[src/rtl/ft_cell_selector.sv]
// Fingertip-to-grid move selector: maps per-frame fingertip coordinates onto a 3x3 board,
// commits a move after a dwell period and waits for the finger to leave before re-arming.
module ft_cell_selector #(
  parameter int SCREEN_WIDTH   = 640,
  parameter int SCREEN_HEIGHT  = 480,
  parameter int COL_B1         = 213,
  parameter int COL_B2         = 426,
  parameter int ROW_B1         = 160,
  parameter int ROW_B2         = 320,
  parameter int DWELL_FRAMES   = 8,
  parameter int RELEASE_FRAMES = 4
) (
  input  logic       iCLK,
  input  logic       iRST,
  input  logic       iEN,
  input  logic [9:0] iFT_X,
  input  logic [9:0] iFT_Y,
  input  logic       iFT_VAL,
  input  logic       iMOVE_ACK,
  output logic       oMOVE_VALID,
  output logic [3:0] oMOVE_CELL,
  output logic [3:0] oHOVER_CELL,
  output logic       oHOVER_VALID,
  output logic [3:0] oDWELL_CNT,
  output logic [1:0] oSTATE
);

  // Move handshake: oMOVE_VALID rises with oMOVE_CELL stable and stays high until a cycle
  // where iMOVE_ACK is sampled high; the move transfers on that edge.
  typedef enum logic [1:0] {
    IDLE    = 2'd0,
    TRACK   = 2'd1,
    HOLD    = 2'd2,
    LOCKOUT = 2'd3
  } state_t;

  localparam logic [9:0] SCR_W_C = 10'(SCREEN_WIDTH);
  localparam logic [9:0] SCR_H_C = 10'(SCREEN_HEIGHT);
  localparam logic [9:0] COL1_C  = 10'(COL_B1);
  localparam logic [9:0] COL2_C  = 10'(COL_B2);
  localparam logic [9:0] ROW1_C  = 10'(ROW_B1);
  localparam logic [9:0] ROW2_C  = 10'(ROW_B2);
  localparam logic [7:0] DWELL_C = 8'(DWELL_FRAMES);
  localparam logic [7:0] REL_C   = 8'(RELEASE_FRAMES);

  logic [1:0] col, row;
  logic       pos_ok;
  logic [3:0] map_cell;

  logic [3:0] hover_cell_q;
  logic       hover_valid_q;
  logic       tick_q;

  state_t     state_q, state_d;
  logic [3:0] cand_q, cand_d;
  logic [7:0] cnt_q, cnt_d;
  logic [7:0] rel_q, rel_d;
  logic       move_valid_q, move_valid_d;
  logic [3:0] move_cell_q, move_cell_d;

  always_comb begin
    col = 2'd2;
    if (iFT_X < COL1_C)      col = 2'd0;
    else if (iFT_X < COL2_C) col = 2'd1;
    row = 2'd2;
    if (iFT_Y < ROW1_C)      row = 2'd0;
    else if (iFT_Y < ROW2_C) row = 2'd1;
    pos_ok   = (iFT_X < SCR_W_C) && (iFT_Y < SCR_H_C);
    map_cell = pos_ok ? ({2'b00, row} * 4'd3 + {2'b00, col}) : 4'hF;
  end

  // Mapping stage: hover outputs and the frame tick lead the FSM by one cycle.
  always_ff @(posedge iCLK or negedge iRST) begin
    if (!iRST) begin
      hover_cell_q  <= 4'hF;
      hover_valid_q <= 1'b0;
      tick_q        <= 1'b0;
    end else begin
      tick_q <= iFT_VAL;
      if (iFT_VAL) begin
        hover_cell_q  <= map_cell;
        hover_valid_q <= pos_ok;
      end
    end
  end

  always_ff @(posedge iCLK or negedge iRST) begin
    if (!iRST) begin
      state_q      <= IDLE;
      cand_q       <= 4'd0;
      cnt_q        <= 8'd0;
      rel_q        <= 8'd0;
      move_valid_q <= 1'b0;
      move_cell_q  <= 4'd0;
    end else begin
      state_q      <= state_d;
      cand_q       <= cand_d;
      cnt_q        <= cnt_d;
      rel_q        <= rel_d;
      move_valid_q <= move_valid_d;
      move_cell_q  <= move_cell_d;
    end
  end

  always_comb begin
    state_d      = state_q;
    cand_d       = cand_q;
    cnt_d        = cnt_q;
    rel_d        = rel_q;
    move_valid_d = move_valid_q;
    move_cell_d  = move_cell_q;
    if (!iEN) begin
      state_d      = IDLE;
      cnt_d        = 8'd0;
      rel_d        = 8'd0;
      move_valid_d = 1'b0;
    end else begin
      unique case (state_q)
        IDLE: begin
          if (tick_q && hover_valid_q) begin
            cand_d = hover_cell_q;
            cnt_d  = 8'd1;
            if (DWELL_C == 8'd1) begin
              state_d      = HOLD;
              move_valid_d = 1'b1;
              move_cell_d  = hover_cell_q;
            end else begin
              state_d = TRACK;
            end
          end
        end
        TRACK: begin
          if (tick_q) begin
            if (!hover_valid_q) begin
              state_d = IDLE;
              cnt_d   = 8'd0;
            end else if (hover_cell_q == cand_q) begin
              cnt_d = cnt_q + 8'd1;
              if (cnt_q + 8'd1 == DWELL_C) begin
                state_d      = HOLD;
                move_valid_d = 1'b1;
                move_cell_d  = cand_q;
              end
            end else begin
              cand_d = hover_cell_q;
              cnt_d  = 8'd1;
            end
          end
        end
        HOLD: begin
          // An ack coinciding with a frame tick takes priority; that frame is dropped.
          if (iMOVE_ACK) begin
            state_d      = LOCKOUT;
            move_valid_d = 1'b0;
            rel_d        = 8'd0;
            cnt_d        = 8'd0;
          end
        end
        LOCKOUT: begin
          if (tick_q) begin
            if (!hover_valid_q || hover_cell_q != move_cell_q) begin
              rel_d = rel_q + 8'd1;
              if (rel_q + 8'd1 == REL_C) begin
                state_d = IDLE;
                rel_d   = 8'd0;
                cnt_d   = 8'd0;
              end
            end else begin
              rel_d = 8'd0;
            end
          end
        end
        default: state_d = IDLE;
      endcase
    end
  end

  assign oMOVE_VALID  = move_valid_q;
  assign oMOVE_CELL   = move_cell_q;
  assign oHOVER_CELL  = hover_cell_q;
  assign oHOVER_VALID = hover_valid_q;
  assign oDWELL_CNT   = (cnt_q > 8'd15) ? 4'hF : cnt_q[3:0];
  assign oSTATE       = state_q;

endmodule

[config.mk]
export PLATFORM = sky130hd
export DESIGN_NAME = ft_cell_selector
export DESIGN_NICKNAME = d
export VERILOG_FILES = /design/src/rtl/ft_cell_selector.sv
export SDC_FILE = /design/constraint.sdc
export NUM_CORES = 1
export LEC_CHECK = 0
export ABC_AREA = 1
export BUFFER_PORTS_ARGS = -buffer_cell sky130_fd_sc_hd__buf_4
export CORE_MARGIN = 2
export CORE_UTILIZATION = 50
export CTS_CLUSTER_SIZE = 10
export DETAILED_ROUTE_END_ITERATION = 6
export HOLD_SLACK_MARGIN = 0.06
export PLACE_DENSITY = 0.73
export SETUP_SLACK_MARGIN = 0.05
export SLEW_MARGIN = 40
export SYNTH_ARGS = -nofsm -noshare
export SYNTH_HDL_FRONTEND = slang
export SYNTH_SLANG_ARGS = --single-unit
[constraint.sdc]
create_clock -name iCLK -period 1.7 [get_ports iCLK]
set_clock_uncertainty 0.2 [all_clocks]
set_input_delay 0.34 -clock iCLK [delete_from_list [all_inputs] [get_ports iCLK]]
set_output_delay 0.34 -clock iCLK [all_outputs]
set_load 0.005 [all_outputs]
# Yosys cells after proc, flatten, opt, wreduce, memory -nomap -nowiden
# Index checks and enable logic that the tools add are counted.
[classes] n_shift=0 n_mul=1 bitwise_logic=0 addsub=3 eq_ne=24 n_mux=44 div_mod_pow=0 magnitude_cmp=7 reduce_logical=12
[op_table] operator="8-bit two-way mux" n=13
[op_table] operator="8-bit case mux with 4 select lines" n=1
[op_table] operator="10-bit by 9-bit < comparator with 1-bit output, second input constant" n=3
[op_table] operator="2-bit two-way mux" n=14
[op_table] operator="3-bit inequality test, second input constant" n=9
[op_table] operator="4-bit two-way mux" n=6
[op_table] operator="6-bit AND reduction" n=4
[op_table] operator="10-bit by 8-bit < comparator with 1-bit output, second input constant" n=2
[op_table] operator="8-bit by 1-bit adder with 8-bit output, second input constant" n=2
[op_table] operator="8-bit case mux with 2 select lines" n=1
[op_table] operator="10-bit < comparator, second input constant" n=1
[op_table] operator="8-bit by 3-bit equality test with 1-bit output, second input constant" n=1
[op_table] operator="8-bit by 4-bit equality test with 1-bit output, second input constant" n=1
[op_table] operator="8-bit by 4-bit greater-than comparator with 1-bit output, second input constant" n=1
[op_table] operator="2-bit inequality test, second input constant" n=4
[op_table] operator="4-bit inequality test, second input constant" n=2
[op_table] operator="2-bit case mux with 4 select lines" n=1
[op_table] operator="4-bit case mux with 2 select lines" n=1
[op_table] operator="8-bit AND reduction" n=1
[op_table] operator="1-bit two-way mux" n=6
[op_table] operator="3-bit by 1-bit inequality test with 1-bit output, second input constant" n=2
[op_table] operator="4-bit by 2-bit adder with 4-bit output" n=1
[op_table] operator="2-bit equality test, second input constant" n=2
[op_table] operator="4-bit equality test" n=1
[op_table] operator="10 further kinds" n=11
[word_totals] register_bits=33 memories=0 rom_bits=0 latch_bits=0 mem_bits_rw=0 in_bits=25

# Longest topological paths before layout
[logic_depth] word_depth=8 mapped_depth=14

# Least setup slack after synthesis
# Ideal clock, no wire load.
[synth_path] path_type="input -> register" startpoint="input port iFT_Y[7]" endpoint="register hover_cell_q[2] (netlist: oHOVER_CELL[2])" stages=12 slack_ns=-0.705 arrival_ns=2.127 setup_ns=0.078 path_buffers=0 cell_sequence="inv_1 > a21oi_1 > inv_1 > nand2_1 > inv_1 > fa_1 > ha_1 > inv_1 > fa_1 > inv_1 > o22ai_1 > inv_1"
[synth_via] elab_chain_len=6 elab_cells_between_ends=9 cone_classes="add/sub (1); mul (1); order compare (3); mux (3); reduce/logical (1)"
[synth_lines] element="from (decl)" line_no="17" source="input logic [9:0] iFT_Y,"
[synth_lines] element="10-bit by 9-bit < comparator with 1-bit output" line_no="67" source="else if (iFT_Y < ROW2_C) row = 2'd1;"
[synth_lines] element="2-bit two-way mux" line_no="67"
[synth_lines] element="2-bit two-way mux" line_no="66" source="if (iFT_Y < ROW1_C) row = 2'd0;"
[synth_lines] element="2-bit by 2-bit multiplier with 4-bit output" line_no="69" source="map_cell = pos_ok ? ({2'b00, row} * 4'd3 + {2'b00, col}) : 4'hF;"
[synth_lines] element="4-bit by 2-bit adder with 4-bit output" line_no="69"
[synth_lines] element="4-bit two-way mux (*)" line_no="69"
[synth_lines] element="to (signal assigned)" line_no="81" source="hover_cell_q <= map_cell;"
[synth_lines] element="to (decl)" line_no="50" source="logic [3:0] hover_cell_q;"
# Mark *: on every way between the ends. The rest lies on a longest branch, timed or not.
# A chain may end at the register's enable or synchronous reset.

# Final worst setup path
[layout_path] startpoint="input port iFT_X[2]" endpoint="register hover_cell_q[2] (netlist: oHOVER_CELL[2])"
[layout_via] elab_chain_len=5 elab_cells_between_ends=8 cone_classes="add/sub (1); order compare (3); mux (3); reduce/logical (1)"
[layout_lines] element="from (decl)" line_no="16" source="input logic [9:0] iFT_X,"
[layout_lines] element="10-bit by 9-bit < comparator with 1-bit output" line_no="64" source="else if (iFT_X < COL2_C) col = 2'd1;"
[layout_lines] element="2-bit two-way mux" line_no="64"
[layout_lines] element="2-bit two-way mux" line_no="63" source="if (iFT_X < COL1_C) col = 2'd0;"
[layout_lines] element="4-bit by 2-bit adder with 4-bit output" line_no="69"
[layout_lines] element="4-bit two-way mux (*)" line_no="69"
# Marks and branches as above.

==> impl_metrics.py <==
metrics = {
    "layout": {
        "final_cell_mix": "buf_4, nand2_1, inv_1",
        "fill_cells": 296,
        "area_growth_pct": 53.7,
        "multi_input_area_mm2": 0.00164,
        "layout.cells.non_filler": 485,
        "final_area_mm2": 0.00364,
        "final_common_cell": "buf_4",
        "final_nets": 462,
        "drive_above_1_share_pct": 48.7,
        "n_antenna_cell": 0,
        "seqCellArea_um2": 832,
    },
    "setup_path": {
        "crit_arrival_ps": 2210,
        "worst-path-buf-inv": 4,
        "path_cells": "buf_6 -> o21ai_2 -> nand2_1 -> a31oi_1 -> o21bai_1 -> fa_1 -> ha_1 -> inv_1 -> fa_1 -> inv_1 -> o22ai_1 -> inv_1",
        "cp_common_cell": "inv_1",
        "r2r_cells": 11,
        "cp_data_required_time_ps": 1720,
        "cpPeakStageDelay_ps": 500,
        "crit_family": "adder cells",
        "critPathLaunch": "iFT_X[2]",
        "start_kind": "input port",
        "path_class": "in -> reg",
        "worst-path-stages": 12,
        "critPathCaptureType": "register",
        "slowest_stage": "fa_1",
        "r2r-start": "rel_q[0]",
        "crit_fanout": 2,
    },
    "detailed_routing": {
        "viasPerCell": 5.33,
        "final_antenna_net_count": 0,
        "avgRoutedWirePerCell_um": 14.3,
        "drc": 0,
        "drt_iter0_drc": 170,
        "first_pass_iters": 4,
        "vias": 2583,
        "routed_wl_um": 6940,
    },
    "global_routing": {
        "grt_pass1_wl_um": 10800,
        "grt_max_degree": 34,
        "grt_pass1_vias": 2457,
        "grt_overflow": 0,
        "grt_usage_pct": 26.1,
        "antenna_found_initial": 0,
    },
    "floorplanning": {
        "core_area_mm2": 0.00463,
        "ios": 41,
        "num_rows": 25,
        "die_w_um": 72.8,
        "die_area_mm2": 0.00530,
        "die_h_um": 72.8,
        "initial_core_util_pct": 51.2,
    },
    "outcome": {
        "violations": "negative setup slack",
        "status": "complete, but fails checks",
    },
    "sta": {
        "fmax_mhz": 458,
        "period_share_pct": 128,
        "final-setup-viol-count": 30,
        "hold_viol": 0,
        "worst_pin_slew_ps": 417,
        "rsz0062_at_grt": "yes",
        "finalCriticalPeriod_ps": 2180,
        "drv_slew": 0,
        "slew_headroom_pct": 72.2,
        "finalWorstSetupSlack_ps": -484,
    },
    "yosys": {
        "netlist_area_mm2": 0.00237,
        "synth_seq_cells": 33,
        "ys_seq_area_share_pct": 35.1,
        "syn-instance-count": 333,
        "synth_fp_nets": 365,
        "syn_area_per_cell_um2": 7.11,
        "yosysUniqueCellTypes": 38,
        "yosysWarningCount": 0,
    },
    "hold_path": {
        "worstHoldStart": "iMOVE_ACK",
        "hp-class": "in -> reg",
        "min_path_cells": 4,
    },
    "pwr": {
        "p_int_w": 0.00200,
        "p_comb_share_pct": 45.7,
        "p_switching_w": 0.00122,
        "peakVddDrop_mv": 0.667,
        "power_density_mw_per_mm2": 884,
        "power_frac_seq_pct": 31.4,
        "switching_share_pct": 38.0,
        "leakage_nw": 1.81,
        "clockPowerShare_pct": 23.0,
    },
    "placed_design": {
        "gp_congestion": 0.834,
        "io_buffer_count": 35,
        "dpl.hpwl_um": 4330,
        "dp_cells": 464,
        "placed_cell_area_mm2": 0.00304,
    },
    "clocking": {
        "path_clk_slew_ps": 70,
        "cts_buffers": 5,
        "cts_sinks": 33,
        "tritoncts": "yes",
        "cts_root_buffer": "clkbuf_8",
        "cts.path.max_buffers": 2,
        "clock_latency_ps": 300,
        "cts-htree-levels": 2,
    },
    "flow_run": {
        "max_cap_violations": 0,
    },
}
[worst paths after layout]
kind,endpoint,slack [ps]
setup / recovery,oHOVER_CELL[2],-480
hold reg to reg,oMOVE_VALID,310
hold / removal,oMOVE_VALID,230
setup reg to reg,cnt_q[6],-330
min in group asynchronous,rel_q[2],320
max in group asynchronous,oHOVER_CELL[2],640
[metrics by stage]
step | hold slack [ps] | setup slack, ps | power, W | utilization [%] | setup TNS, ps
after floorplan | -156 | -613 | 0.00159 | - | -1760
final | 227 | -484 | 0.00322 | 78.6 | -6660
after global routing | 253 | -616 | 0.00339 | 78.6 | -9200
after detailed placement | 109 | -830 | 0.00212 | 65.7 | -5020
after CTS | 221 | -497 | 0.00303 | 73.6 | -4680
after global placement | 106 | -758 | 0.00208 | 65.7 | -4430
[logic make-up after synthesis]
kind of cell,share of synthesized area (%)
flip-flops,35.1
AND/OR/NAND/NOR,37.1
XOR/XNOR,0.740
adder cells (fa/ha/maj),4.33
AO/OA/AOI/OAI,11.8
buffers and inverters,10.9
[state kept, by name, indices dropped and copies added (netlist names)]
register	flops
oMOVE_VALID	1
oSTATE	2
cand_q	4
tick_q	1
oHOVER_CELL	4
rel_q	8
cnt_q	8
oHOVER_VALID	1
oMOVE_CELL	4
[synthesized netlist by cell type (all sizes together)]
| master | count | area [um^2] |
|---|---|---|
| nand2 | 103 | 424 |
| inv | 60 | 225 |
| nand3 | 35 | 200 |
| dfrtp | 29 | 726 |
| nor2 | 29 | 141 |
| o21ai | 19 | 106 |
| a21oi | 10 | 53.8 |
| o22ai | 8 | 50.1 |
| nand4 | 6 | 58.8 |
| ha | 5 | 62.6 |
| dfstp | 4 | 105 |
| nor3 | 4 | 31.3 |
| a31oi | 3 | 18.8 |
| buf | 3 | 23.8 |
| o21bai | 3 | 22.5 |
| clkinv | 2 | 8.75 |
| fa | 2 | 40.0 |
| xnor2 | 2 | 17.5 |
| a22oi | 1 | 12.5 |
| a41oi | 1 | 8.76 |
| nand3b | 1 | 11.3 |
| nor4 | 1 | 6.26 |
| o31ai | 1 | 7.51 |
| or2 | 1 | 6.26 |
[power groups by stage]
stage                     clock, W  combinational (W)  sequential, W
after detailed placement         0            0.00111        0.00100
after global routing      0.000772            0.00159        0.00103
after CTS                 0.000746            0.00128        0.00100
after global placement           0            0.00109       0.000998
after floorplan                  0           0.000591       0.000997
final                     0.000740            0.00147        0.00101
[timing repair]
item                                    in CTS  in global routing
gates resized for setup                     48                 61
hold buffers                                 2                  0
hold endpoints to repair                    30                  0
gates cloned                                 1                  0
endpoints found under the setup margin      30                 37
setup buffers                                9                  5
pin swaps                                   13                 29
[routing by layer]
layer / global-route usage [%] / routed length (um) / up-vias
met1: 32.0 / 2810 / 1220
met5: 0 / 0 / -
met4: 9.47 / 145 / 0
met2: 45.8 / 3660 / 83
met3: 4.70 / 323 / 18
li1: - / - / 1262
[worst register-to-register path: stages, from the launching register on]
cell and delay (ps):
dfrtp_1 420, ha_4 200, nand2_4 110, nand2_4 70, nor2_4 100, nand3_2 80
nor2_4 160, nand2_4 80, nand3_4 80, nand4_4 200, nand2_2 130, nand2_1 70
[final cells by class]
type / count / area share, %
clock inverters: 2 / 0.962
multi-input cells: 236 / 45.0
inverters: 62 / 6.60
clock buffers: 6 / 1.99
repair buffers: 92 / 20.8
flip-flops and latches: 33 / 22.9
well taps: 54 / 1.86
No activity file was read; power rests on OpenSTA's default activity.
